## src/rtl/hr_4t16_demux_align_pkg.sv

```systemverilog
`default_nettype none
// ============================================================================
//  Package  : hr_demux_pkg
//  Purpose  : Shared types and geometry for the 4:16 RX deserializer/aligner.
//  Revision : 1.0 - initial release
// ============================================================================
package hr_demux_pkg;

    typedef enum logic [1:0] {
        SEARCH = 2'd0,
        CHECK  = 2'd1,
        LOCKED = 2'd2
    } demux_state_t;

    localparam int LANES  = 4;
    localparam int BEATS  = 4;
    localparam int WORD_W = 16;

endpackage
`default_nettype wire

```

## src/rtl/hr_4t16_deint.sv

```systemverilog
`default_nettype none
// ============================================================================
//  Module   : hr_4t16_deint
//  Purpose  : Four-beat lane window, fill tracking and candidate-word mapping.
//  Revision : 1.0 - initial release
// ============================================================================
module hr_4t16_deint
    import hr_demux_pkg::*;
(
    input  logic              clk,
    input  logic              rst_n,
    input  logic [LANES-1:0]  din,
    output logic [WORD_W-1:0] cw,
    output logic              full
);

    // win_q[0] holds the oldest beat, win_q[BEATS-1] the newest
    logic [BEATS-1:0][LANES-1:0] win_q, win_d;
    logic [1:0]                  fill_q, fill_d;
    logic                        full_q, full_d;

    always_comb begin
        win_d  = {din, win_q[BEATS-1:1]};
        fill_d = (fill_q == 2'd3) ? fill_q : fill_q + 2'd1;
        // The saturated 2-bit count only reaches 3 after three beats; the
        // fourth captured beat is recorded by full_q.
        full_d = full_q | (fill_q == 2'd3);
    end

    always_ff @(posedge clk) begin
        if (!rst_n) begin
            win_q  <= '0;
            fill_q <= 2'd0;
            full_q <= 1'b0;
        end else begin
            win_q  <= win_d;
            fill_q <= fill_d;
            full_q <= full_d;
        end
    end

    always_comb begin
        cw = '0;
        for (int b = 0; b < BEATS; b++) begin
            for (int k = 0; k < LANES; k++) begin
                cw[BEATS*k + b] = win_q[b][k];
            end
        end
    end

    assign full = full_q;

endmodule
`default_nettype wire

```

## src/rtl/hr_4t16_demux_align.sv

```systemverilog
`default_nettype none
// ============================================================================
//  Module   : hr_4t16_demux_align
//  Purpose  : RX 4:16 deserializer with ALIGN_PAT word-boundary hunt and lock.
//             Define HR_DEMUX_LOSS_CNT_EN to add the lock_fail_cnt output.
//  Revision : 1.0 - initial release
// ============================================================================
module hr_4t16_demux_align
    import hr_demux_pkg::*;
#(
    parameter logic [WORD_W-1:0] ALIGN_PAT = 16'h5A3C,
    parameter int unsigned       LOCK_CNT  = 4
) (
    input  logic              clk,
    input  logic              rst_n,
    input  logic [LANES-1:0]  din,
    input  logic              realign,
    output logic [WORD_W-1:0] dout,
    output logic              dout_valid,
    output logic              locked,
    output logic [1:0]        state
`ifdef HR_DEMUX_LOSS_CNT_EN
    ,
    output logic [7:0]        lock_fail_cnt
`endif
);

    localparam logic [3:0] LOCK_TGT = 4'(LOCK_CNT);

    logic [WORD_W-1:0] cw;
    logic              full;

    hr_4t16_deint u_deint (
        .clk   (clk),
        .rst_n (rst_n),
        .din   (din),
        .cw    (cw),
        .full  (full)
    );

    demux_state_t      state_q, state_d;
    logic [1:0]        phase_q, phase_d;
    logic [3:0]        match_cnt_q, match_cnt_d;
    logic [WORD_W-1:0] dout_q, dout_d;
    logic              dout_valid_q, dout_valid_d;
    logic              w_match, w_boundary, w_check_fail;

    assign w_match      = full && (cw == ALIGN_PAT);
    assign w_boundary   = (phase_q == 2'd3);
    // realign takes priority, so a coincident mismatch is not a failure exit
    assign w_check_fail = (state_q == CHECK) && w_boundary && !w_match && !realign;

    always_comb begin
        state_d      = state_q;
        phase_d      = phase_q + 2'd1;
        match_cnt_d  = match_cnt_q;
        dout_d       = dout_q;
        dout_valid_d = 1'b0;

        if (realign) begin
            state_d = SEARCH;
        end else begin
            case (state_q)
                SEARCH: begin
                    if (w_match) begin
                        phase_d     = 2'd0;
                        match_cnt_d = 4'd0;
                        state_d     = CHECK;
                    end
                end
                CHECK: begin
                    if (w_check_fail) begin
                        state_d = SEARCH;
                    end else if (w_boundary) begin
                        match_cnt_d = match_cnt_q + 4'd1;
                        if (match_cnt_q + 4'd1 == LOCK_TGT) begin
                            state_d = LOCKED;
                        end
                    end
                end
                LOCKED: begin
                    if (w_boundary) begin
                        dout_d       = cw;
                        dout_valid_d = 1'b1;
                    end
                end
                default: state_d = SEARCH;
            endcase
        end
    end

    always_ff @(posedge clk) begin
        if (!rst_n) begin
            state_q      <= SEARCH;
            phase_q      <= 2'd0;
            match_cnt_q  <= 4'd0;
            dout_q       <= '0;
            dout_valid_q <= 1'b0;
        end else begin
            state_q      <= state_d;
            phase_q      <= phase_d;
            match_cnt_q  <= match_cnt_d;
            dout_q       <= dout_d;
            dout_valid_q <= dout_valid_d;
        end
    end

    assign dout       = dout_q;
    assign dout_valid = dout_valid_q;
    assign locked     = (state_q == LOCKED);
    assign state      = state_q;

`ifdef HR_DEMUX_LOSS_CNT_EN
    logic [7:0] lock_fail_cnt_q, lock_fail_cnt_d;

    always_comb begin
        lock_fail_cnt_d = lock_fail_cnt_q;
        if (w_check_fail && (lock_fail_cnt_q != 8'hFF)) begin
            lock_fail_cnt_d = lock_fail_cnt_q + 8'd1;
        end
    end

    always_ff @(posedge clk) begin
        if (!rst_n) begin
            lock_fail_cnt_q <= 8'd0;
        end else begin
            lock_fail_cnt_q <= lock_fail_cnt_d;
        end
    end

    assign lock_fail_cnt = lock_fail_cnt_q;
`endif

endmodule
`default_nettype wire

```

## config.mk

```make
export PLATFORM = sky130hd
export DESIGN_NAME = hr_4t16_demux_align
export DESIGN_NICKNAME = d
export VERILOG_FILES = /design/src/rtl/hr_4t16_demux_align_pkg.sv /design/src/rtl/hr_4t16_deint.sv /design/src/rtl/hr_4t16_demux_align.sv
export SDC_FILE = /design/constraint.sdc
export NUM_CORES = 1
export LEC_CHECK = 0
export BUFFER_PORTS_ARGS = -buffer_cell sky130_fd_sc_hd__buf_4
export CAP_MARGIN = 30
export CORE_UTILIZATION = 50
export CTS_BUF_LIST = sky130_fd_sc_hd__clkbuf_16
export CTS_CLUSTER_SIZE = 16
export DETAILED_ROUTE_END_ITERATION = 12
export PLACE_DENSITY = 0.72
export SYNTH_ARGS = -nofsm -noshare
export SYNTH_HDL_FRONTEND = slang
export SYNTH_SLANG_ARGS = --single-unit
```

## constraint.sdc

```tcl
create_clock -name clk -period 2.1 [get_ports clk]
set_clock_uncertainty 0.05 [all_clocks]
set_input_delay 0 -clock clk [delete_from_list [all_inputs] [get_ports clk]]
set_output_delay 0 -clock clk [all_outputs]
set_load 0.005 [all_outputs]
```

==> qor.txt, run 1 <==
Outcome: finished clean
First-pass GRT wire length: 4.86 mm
Nature of the critical path startpoint: flop
Width of the die: 59.0 µm
Later-pin clock latency in the skew report: 0.28 ns
Yosys warnings: 0
Worst Tran Pin Value: 0.560 ns
TritonCTS Buffers: 5
Total power: 1690 µW
Crit-path max cell delay: 0.56 ns
Post-route DRC: 0
Distinct cells, synth: 36
Input/output buffers: 26
Synthesized area per cell: 9.38 µm²
Initial antenna violation count: 0
Crit Reg-Reg Startpoint: state[0]$_SDFFE_PP0P_
Worst path cell trace: nor2b_1, and3b_1, nand2_1, a21oi_1
Post-Syn Area: 1620 µm²
Seq cells post-synth: 44
Unrepaired setup endpoints after global routing: false
Boundary Pins: 27
H-tree depth: 2
DR vias: 1,260
P&R area growth vs syn: 25.4%
Pre-CTS setup slack: 0.490 ns
Worst Hold Slack: 0.0540 ns
Final period util: 77.2%
Final nets: 213
Starting Density: 52.7%
Final worst slack: 0.478 ns
Diode count: 0
Fraction of layout cells with a size suffix above 1: 20.1%
HPWL Detailed: 2.08 mm
Ranking of synthesized cells by area: dfxtp_1 54%, nand2_1 8.6%, and2_1 5.8%
Setup TNS: 0 ns
Slew headroom: 62.6%
Max-Cap Viols: 0
Pins Over Slew Limit: 0
Drt first pass iters: 4
Sequential area share after synthesis: 54.3%
Maximum vdd ir drop: 0.461 mV
TritonCTS Sinks: 44
Post-route minimum period: 1.62 ns
Post-synth EDFFs: 0
CTS resizes: 0
Crit-path max FO: 16
Setup CP Type: flop to flop
Synth area leader: dfxtp_1
Delay-heaviest family, CP: simple AND/OR/NAND/NOR gates
Initial DRC Count: 46
WL final: 3.00 mm
Critical path origin: state[0]$_SDFFE_PP0P_
CP Data Required Time: 2.26 ns
Hold path start: rst_n
Worst Setup End Kind: flop
Cells after Synth: 173
Hold Fails Final Rpt: 0
PD cells: 831 nW/µm²
Mapped Nets: 183
Max Fclk: 0.617 GHz
Vias per inst: 5.08
CTS tree: yes
Post-synth top flop: dfxtp_1
Worst min path class: primary input to flop
Core ar.: 3080 µm²
Clock-pin slew on the worst setup and hold paths: 0.06 ns
Post-route ant nets: 0
GP Congestion: 0.767
Clock buffer depth: 2
Worst Path Buf+Inv: 0
Fraction of registers with async set/reset: 0%
Die area: 3480 µm²
WP data arrival: 1.78 ns
Largest net degree at the start of global routing: 27
Cell Rows: 20
Per-cell routed wire length: 12.1 µm
Vias in the first global route: 1,133
Slowest-stage cell, CP: and3b_1
Setup bufs post-CTS: 0
Die Span Y: 59.0 µm
Post-synth top area share: 54.3%
Static leakage: 0.000837 µW
Final setup viols: 0
GRT overflow: 0
Overall Global Routing Usage: 19.2%
Root buffer cell: clkbuf_16
## timing repair
action | 4_1_cts | 5_1_grt
endpoints found under the hold margin | 6 | 0
endpoints found under the setup margin | 0 | 0
hold buffers | 5 | 0
## cells in the final DEF (no fill, tap or decap), types with 3 or more instances in the layout
cell / n
a21oi_1: 17
and2_1: 15
buf_4: 28
clkbuf_16: 5
dfxtp_1: 44
dlygate4sd3_1: 5
ha_1: 3
nand2_1: 37
nor2_1: 10
nor3_1: 6
## power breakdown
group / internal, µW / switching [µW]
clock: 437 / 302
sequential: 860 / 14.8
combinational: 38.3 / 38.5
total: 1340 / 355
## worst register-to-register path, stage by stage, from the launching register on
cell and delay, ns:
dfxtp_1 0.40, nor2b_1 0.27, and3b_1 0.56, nand2_1 0.13, a21oi_1 0.14
## routing by layer
layer / track usage [%] / vias up / part of all wire [%]
met4: 10.2 / 0 / 2.1
met1: 21.3 / 576 / 45
met5: 0 / - / 0
met3: 4.59 / 7 / 3.3
li1: - / 647 / -
met2: 33.9 / 30 / 49
## cells in the mapped netlist (all sizes together), types with 2 or more instances
cell type	instances
and4bb	3
buf	2
and2	16
a311o	2
clkbuf	8
nand3	2
nor4b	2
nand4b	3
o311ai	2
nor3	6
ha	3
a21oi	17
nand2	37
nor2	10
dfxtp	44
## state kept, by name, summed over array words and instances, names as in the netlist
name,count
match_cnt_q,4
u_deint.full,1
u_deint.cw,16
dout_valid,1
state,2
u_deint.fill_q,2
phase_q,2
dout,16
## worst paths after layout
check,slack [ns],cells past startpoint,endpoint
setup / recovery,0.48,4,dout[1]$_SDFFE_PN0P_
hold / removal,0.05,2,state[0]$_SDFFE_PP0P_
setup reg to reg,0.48,4,dout[1]$_SDFFE_PN0P_
hold reg to reg,0.38,1,phase_q[0]$_SDFF_PN0_
## kinds of logic (layout without fill, tap and decap cells)
| group | after synthesis | count (layout) | synth area share (%) |
|---|---|---|---|
| xor gates and xnor gates | 1 | 1 | 0.540 |
| and+or+nand+nor | 87 | 87 | 29.2 |
| buffers and inverters | 12 | 43 | 3.39 |
| adders and majority gates | 3 | 3 | 2.31 |
| AOI/OAI and AO/OA | 25 | 25 | 9.64 |
| muxes | 1 | 1 | 0.617 |
| DFF | 44 | 44 | 54.3 |
## area by class of cell
class / instances / area [µm²]
Clock inverter: 3 / 18.8
Tap cell: 44 / 55.1
Clock buffer: 5 / 125
Sequential cell: 44 / 881
Inverter: 2 / 7.51
Fill cell: 289 / 1040
Multi-Input combinational cell: 117 / 687
Timing Repair Buffer: 33 / 260
## per-stage QoR
stage	instance area [µm²]	instances	utilization, %
detailed placement	1840	235	59.8
finish	2030	248	66.1
global placement	1840	235	59.8
CTS	2030	248	66.1
global route	2030	248	66.1
floorplan	1620	173	-
Note: power is estimated with default switching activity, not from simulation.
==> run 2: changes to the inputs <==
- CORE_UTILIZATION: 50 -> 49
- PLACE_DENSITY: 0.72 -> 0.74
- clock period: 2.1 -> 1.4 ns (I/O delays scaled with it)
==> run 2 against run 1 <==
The run now ends with negative setup slack left. Register-to-register slack worse by 0.57 ns. Core utilization up 6.6 points. Die area up 2.0%. Setup slack worse by 0.57 ns. Non-clock buffer count up 15. Final cell count up 6.0%. Critical endpoint is now match_cnt_q[0]$_SDFFE_PN0P_. Count of clock-buffer cells in the layout unchanged. Critical path depth unchanged. Sequential cell count unchanged. Total power up 64%.
==> qor.txt, run 2 (same netlist as run 1, synthesis figures left out) <==
Outcome: complete, but fails checks
Failing checks: negative setup slack
Post-route DRC: 0 (unchanged)
Slowest-stage cell, CP: dfxtp_2
Max-Cap Viols: 0 (unchanged)
Slew headroom: 81.8% (+19 points)
CTS tree: yes
Clock buffer depth: 2 (unchanged)
HPWL Detailed: 2.21 mm (+6.2%)
H-tree depth: 2 (unchanged)
Root buffer cell: clkbuf_16
Width of the die: 59.6 µm (+0.98%)
P&R area growth vs syn: 39.0%
Overall Global Routing Usage: 21.2% (+2.0 points)
Drt first pass iters: 4 (unchanged)
Largest net degree at the start of global routing: 27 (unchanged)
DR vias: 1,332 (+5.7%)
Final period util: 107% (+30 points)
Hold Fails Final Rpt: 0 (unchanged)
Setup CP Type: flop to flop
Final Cell Area: 2260 µm² (+11%)
Later-pin clock latency in the skew report: 0.28 ns (about the same)
Unrepaired setup endpoints after global routing: true
Cell Rows: 20 (unchanged)
CP Data Required Time: 1.52 ns (-0.74 ns)
Crit-path max cell delay: 0.32 ns (-0.24 ns)
WL final: 3.46 mm (+15%)
Static leakage: 0.000939 µW (+12%)
Nature of the critical path startpoint: flop
Worst Setup End Kind: flop
Per-cell routed wire length: 13.1 µm (+8.6%)
Pins Over Slew Limit: 0 (unchanged)
Die area: 3550 µm² (+2.0%)
Vias in the first global route: 1,260 (+11%)
Input/output buffers: 26 (unchanged)
Initial DRC Count: 68 (+48%)
Max Fclk: 0.669 GHz (+8.5%)
Core ar.: 3100 µm² (+0.81%)
Worst min path class: primary input to flop
PD cells: 1230 nW/µm² (+48%)
Layout Utilization: 72.7% (+6.6 points)
Die Span Y: 59.6 µm (+0.98%)
Placed instance area: 1970 µm² (+7.2%)
Most used cells in the layout excluding fill and tap cells: 41 x dfxtp_1, 41 x buf_4, 37 x nand2_1
Worst Hold Slack: 0.0621 ns (+0.00803 ns)
GP Congestion: 0.918 (+20%)
Worst path cell trace: and4bb_2, nand4b_4, or2_4, a311o_1
TritonCTS Buffers: 5 (unchanged)
Starting Density: 52.3% (-0.43 points)
Post-route minimum period: 1.49 ns (-0.127 ns)
Final nets: 228 (+7.0%)
Fillers: 238 (-18%)
Post-route ant nets: 0 (unchanged)
Pre-CTS setup slack: -0.0785 ns (-0.568 ns)
Diode count: 0 (unchanged)
Final setup viols: 7 (+7)
GRT overflow: 0 (unchanged)
Crit-path max FO: 6 (-10)
Worst Tran Pin Value: 0.269 ns (-0.291 ns)
Initial antenna violation count: 0 (unchanged)
First-pass GRT wire length: 5.62 mm (+15%)
Vias per inst: 5.06 (-0.32%)
Boundary Pins: 27 (unchanged)
Total power: 2780 µW (+64%)
Maximum vdd ir drop: 0.710 mV (+54%)
Fraction of layout cells with a size suffix above 1: 29.7% (+9.6 points)
Clock-pin slew on the worst setup and hold paths: 0.06 ns (about the same)
Final worst slack: -0.0949 ns (-0.573 ns)
TritonCTS Sinks: 44 (unchanged)
WP data arrival: 1.61 ns (-0.17 ns)
run 2: layout make-up:
| cell class | instances | area (µm²) | area share, % |
|---|---|---|---|
| flip-flops and latches | 44 | 885 | 39.2 |
| multi-input cells | 117 | 739 | 32.8 |
| repair buffers | 48 | 398 | 17.6 |
| clock buffers | 5 | 125 | 5.55 |
| well taps | 44 | 55.1 | 2.44 |
| clock inverters | 3 | 46.3 | 2.05 |
| inverters | 2 | 7.51 | 0.333 |
run 2: critical path, delay by kind of cell, from the launching register on:
family	cells	cell delay, ns
AND/OR/NAND/NOR	3	0.75
flip-flops	1	0.32
AO/OA/AOI/OAI	1	0.26
run 2: final timing paths:
path / startpoint / end / slack (ns) / depth (start not counted)
setup reg to reg: u_deint.cw[13]$_SDFF_PN0_ / match_cnt_q[0]$_SDFFE_PN0P_ / -0.09 / 4
setup / recovery: u_deint.cw[13]$_SDFF_PN0_ / match_cnt_q[0]$_SDFFE_PN0P_ / -0.09 / 4
hold reg to reg: dout[12]$_SDFFE_PN0P_ / dout[12]$_SDFFE_PN0P_ / 0.40 / 2
hold / removal: rst_n / state[0]$_SDFFE_PP0P_ / 0.06 / 2
run 2: through the flow:
stage	TNS, ns	cells
2_1_floorplan	-0.0292	173
3_3_place_gp	-0.275	249
3_5_place_dp	-0.376	249
4_1_cts	-0.409	263
5_1_grt	-1.03	263
6_report	-0.431	263
run 2: power breakdown:
part / internal [µW] / total (µW) / leakage (µW) / switching (µW)
registers: 1290 / 1310 / 0.000359 / 24.5
logic: 72.8 / 138 / 0.000500 / 65.0
clock network: 847 / 1330 / 0.0000804 / 482
total: 2210 / 2780 / 0.000939 / 571
run 2: metal layers:
metal  GRT usage (%)  up-vias  wire length [µm]
li1                -      674                 -
met1            25.1      627              1540
met2            37.4       27              1760
met3            4.59        4               115
met4            7.97        0                43
met5               0        -                 0
run 2: what timing repair did:
| action | 4_1_cts | 5_1_grt |
|---|---|---|
| hold buffers | 5 | 0 |
| gates cloned | 0 | 0 |
| pin swaps | 3 | 3 |
| setup endpoints to repair | 7 | 11 |
| resized for setup | 4 | 9 |
| endpoints found under the hold margin | 5 | 0 |
| setup buffers | 1 | 0 |
==> run 3: changes to the inputs <==
- CELL_PAD_IN_SITES_DETAIL_PLACEMENT: default -> 2
- CELL_PAD_IN_SITES_GLOBAL_PLACEMENT: default -> 2
- CORE_UTILIZATION: 49 -> 30
- PLACE_DENSITY: 0.74 -> default
- PLACE_DENSITY_LB_ADDON: default -> 0.1
- TNS_END_PERCENT: default -> 5
==> run 3 against run 2 <==
The run still ends with negative setup slack left. Critical path type unchanged. Setup slack worse by 0.079 ns. Via count is 4.0% higher. Critical endpoint is now phase_q[1]$_SDFF_PN0_. Largest power group is now registers. Core utilization fell by 29 points. First-iteration DRC count is 37% lower. Count of clock-buffer cells in the layout unchanged. Highest routed layer unchanged.
==> qor.txt, run 3 (same netlist as run 1, synthesis figures left out) <==
Static leakage: 0.000928 µW (-1.2%)
GRT Max-Usage Layer: met2
Initial antenna violation count: 0 (unchanged)
Met3 track demand over resource: 3.57% (-1.0 points)
Width of the die: 75.6 µm (+27%)
HPWL Detailed: 3.23 mm (+46%)
WP data arrival: 1.69 ns (+0.08 ns)
P&R area growth vs syn: 39.3%
Worst Tran Pin Value: 0.328 ns (+0.0591 ns)
CTS tree: yes
WL final: 4.69 mm (+36%)
Most used cells in the layout excluding fill and tap cells: 46 x buf_4, 39 x dfxtp_1, 37 x nand2_1
Root buffer cell: clkbuf_16
Final nets: 232 (+1.8%)
Diode count: 0 (unchanged)
Starting Density: 31.4% (-21 points)
DR vias: 1,385 (+4.0%)
Core ar.: 5170 µm² (+67%)
Failing checks: negative setup slack
Fillers: 548 (+130%)
Final setup viols: 7 (unchanged)
Vias per inst: 4.74 (-6.3%)
Met1 Resource Use GR: 19.7% (-5.4 points)
TritonCTS Sinks: 44 (unchanged)
Slew headroom: 77.8% (-4.0 points)
CP Data Required Time: 1.51 ns (about the same)
Boundary Pins: 27 (unchanged)
Worst Hold Slack: 0.0629 ns (+0.000843 ns)
Unrepaired setup endpoints after global routing: true
Crit-path max FO: 7 (+1)
Met2 Resource Use GR: 33.0% (-4.4 points)
Commonest non-fill, non-tap cell in the layout: buf_4
Nature of the critical path startpoint: flop
TritonCTS Buffers: 5 (unchanged)
Final period util: 112% (+5.6 points)
Clock buffer depth: 2 (unchanged)
Slowest-stage cell, CP: nor4b_2
Pins Over Slew Limit: 0 (unchanged)
Final Cell Area: 2260 µm² (+0.22%)
Overall Global Routing Usage: 17.7% (-3.5 points)
Multi-input gate area: 731 µm² (-1.2%)
Input/output buffers: 26 (unchanged)
Hold Fails Final Rpt: 0 (unchanged)
Worst Path Buf+Inv: 1 (+1)
Worst path cell trace: and4bb_2, nand4b_4, nor4b_2, buf_4, nor3b_1
Vias in the first global route: 1,489 (+18%)
Largest net degree at the start of global routing: 27 (unchanged)
Maximum vdd ir drop: 0.572 mV (-19%)
Post-route DRC: 0 (unchanged)
Max Fclk: 0.635 GHz (-5.0%)
Post-route minimum period: 1.57 ns (+0.0789 ns)
Post-route ant nets: 0 (unchanged)
Drt first pass iters: 4 (unchanged)
Clock-pin slew on the worst setup and hold paths: 0.06 ns (about the same)
Initial DRC Count: 43 (-37%)
PD cells: 1130 nW/µm² (-8.5%)
Delay-heaviest family, CP: simple AND/OR/NAND/NOR gates
Setup CP Type: flop to flop
Per-cell routed wire length: 16.1 µm (+22%)
First-pass GRT wire length: 7.31 mm (+30%)
Max-Cap Viols: 0 (unchanged)
Outcome: complete, but fails checks
Setup bufs post-CTS: 0 (-1)
Worst min path class: primary input to flop
Crit-path max cell delay: 0.36 ns (+0.04 ns)
Cell Rows: 26 (+30%)
FF+latch area: 887 µm² (+0.28%)
Final worst slack: -0.174 ns (-0.0789 ns)
Die area: 5710 µm² (+61%)
Fraction of layout cells with a size suffix above 1: 31.1% (+1.4 points)
GRT overflow: 0 (unchanged)
Worst Setup End Kind: flop
Placed instance area: 2030 µm² (+2.9%)
H-tree depth: 2 (unchanged)
Die Span Y: 75.6 µm (+27%)
GP Congestion: 0.884 (-3.7%)
Later-pin clock latency in the skew report: 0.28 ns (about the same)
run 3: path summary, 6_finish.rpt:
path / from / cells after the start / slack, ns / end
max reg2reg: u_deint.cw[8]$_SDFF_PN0_ / 5 / -0.17 / phase_q[1]$_SDFF_PN0_
max: u_deint.cw[8]$_SDFF_PN0_ / 5 / -0.17 / phase_q[1]$_SDFF_PN0_
min reg2reg: dout[12]$_SDFFE_PN0P_ / 2 / 0.41 / dout[12]$_SDFFE_PN0P_
min: rst_n / 2 / 0.06 / state[0]$_SDFFE_PP0P_
run 3: layout make-up:
cell class	instances	share of cell area [%]
Timing Repair Buffer	52	18.4
Sequential cell	44	39.2
Clock buffer	5	5.53
Multi-Input combinational cell	117	32.3
Clock inverter	2	0.332
Tap cell	70	3.87
Inverter	2	0.332
run 3: per-layer routing:
layer  vias up  share of wire, %
met4         0               1.4
li1        683                 -
met5         -                 0
met3         6               2.6
met2        21                56
met1       675                40
run 3: through the flow:
stage / setup slack (ns) / utilization [%] / std cells / setup TNS (ns) / total power [µW]
2_1_floorplan: -0.0174 / - / 173 / -0.0321 / 1410
3_3_place_gp: -0.159 / 39.3 / 280 / -0.468 / 1460
3_5_place_dp: -0.229 / 39.3 / 280 / -1.07 / 1470
4_1_cts: -0.156 / 43.1 / 292 / -0.856 / 2580
5_1_grt: -0.226 / 43.7 / 292 / -1.41 / 2640
6_report: -0.174 / 43.7 / 292 / -0.989 / 2550
run 3: repair_timing:
item / 4_1_cts / 5_1_grt
hold buffers: 5 / 0
hold endpoints to repair: 5 / 0
pin swaps: 2 / 0
endpoints found under the setup margin: 7 / 24
gates resized for setup: 6 / 9
run 3: worst reg2reg max path, cell delays in order (launching register included):
cell and delay (ns):
dfxtp_1 0.31, and4bb_2 0.34, nand4b_4 0.18, nor4b_2 0.36, buf_4 0.18, nor3b_1 0.04
run 3: where the power goes:
part           leakage, µW  internal (µW)  total, µW  switching (µW)
logic             0.000503           78.4        145            67.0
clock network    0.0000648            638       1090             451
registers         0.000360           1290       1320            26.4
total             0.000928           2010       2550             544
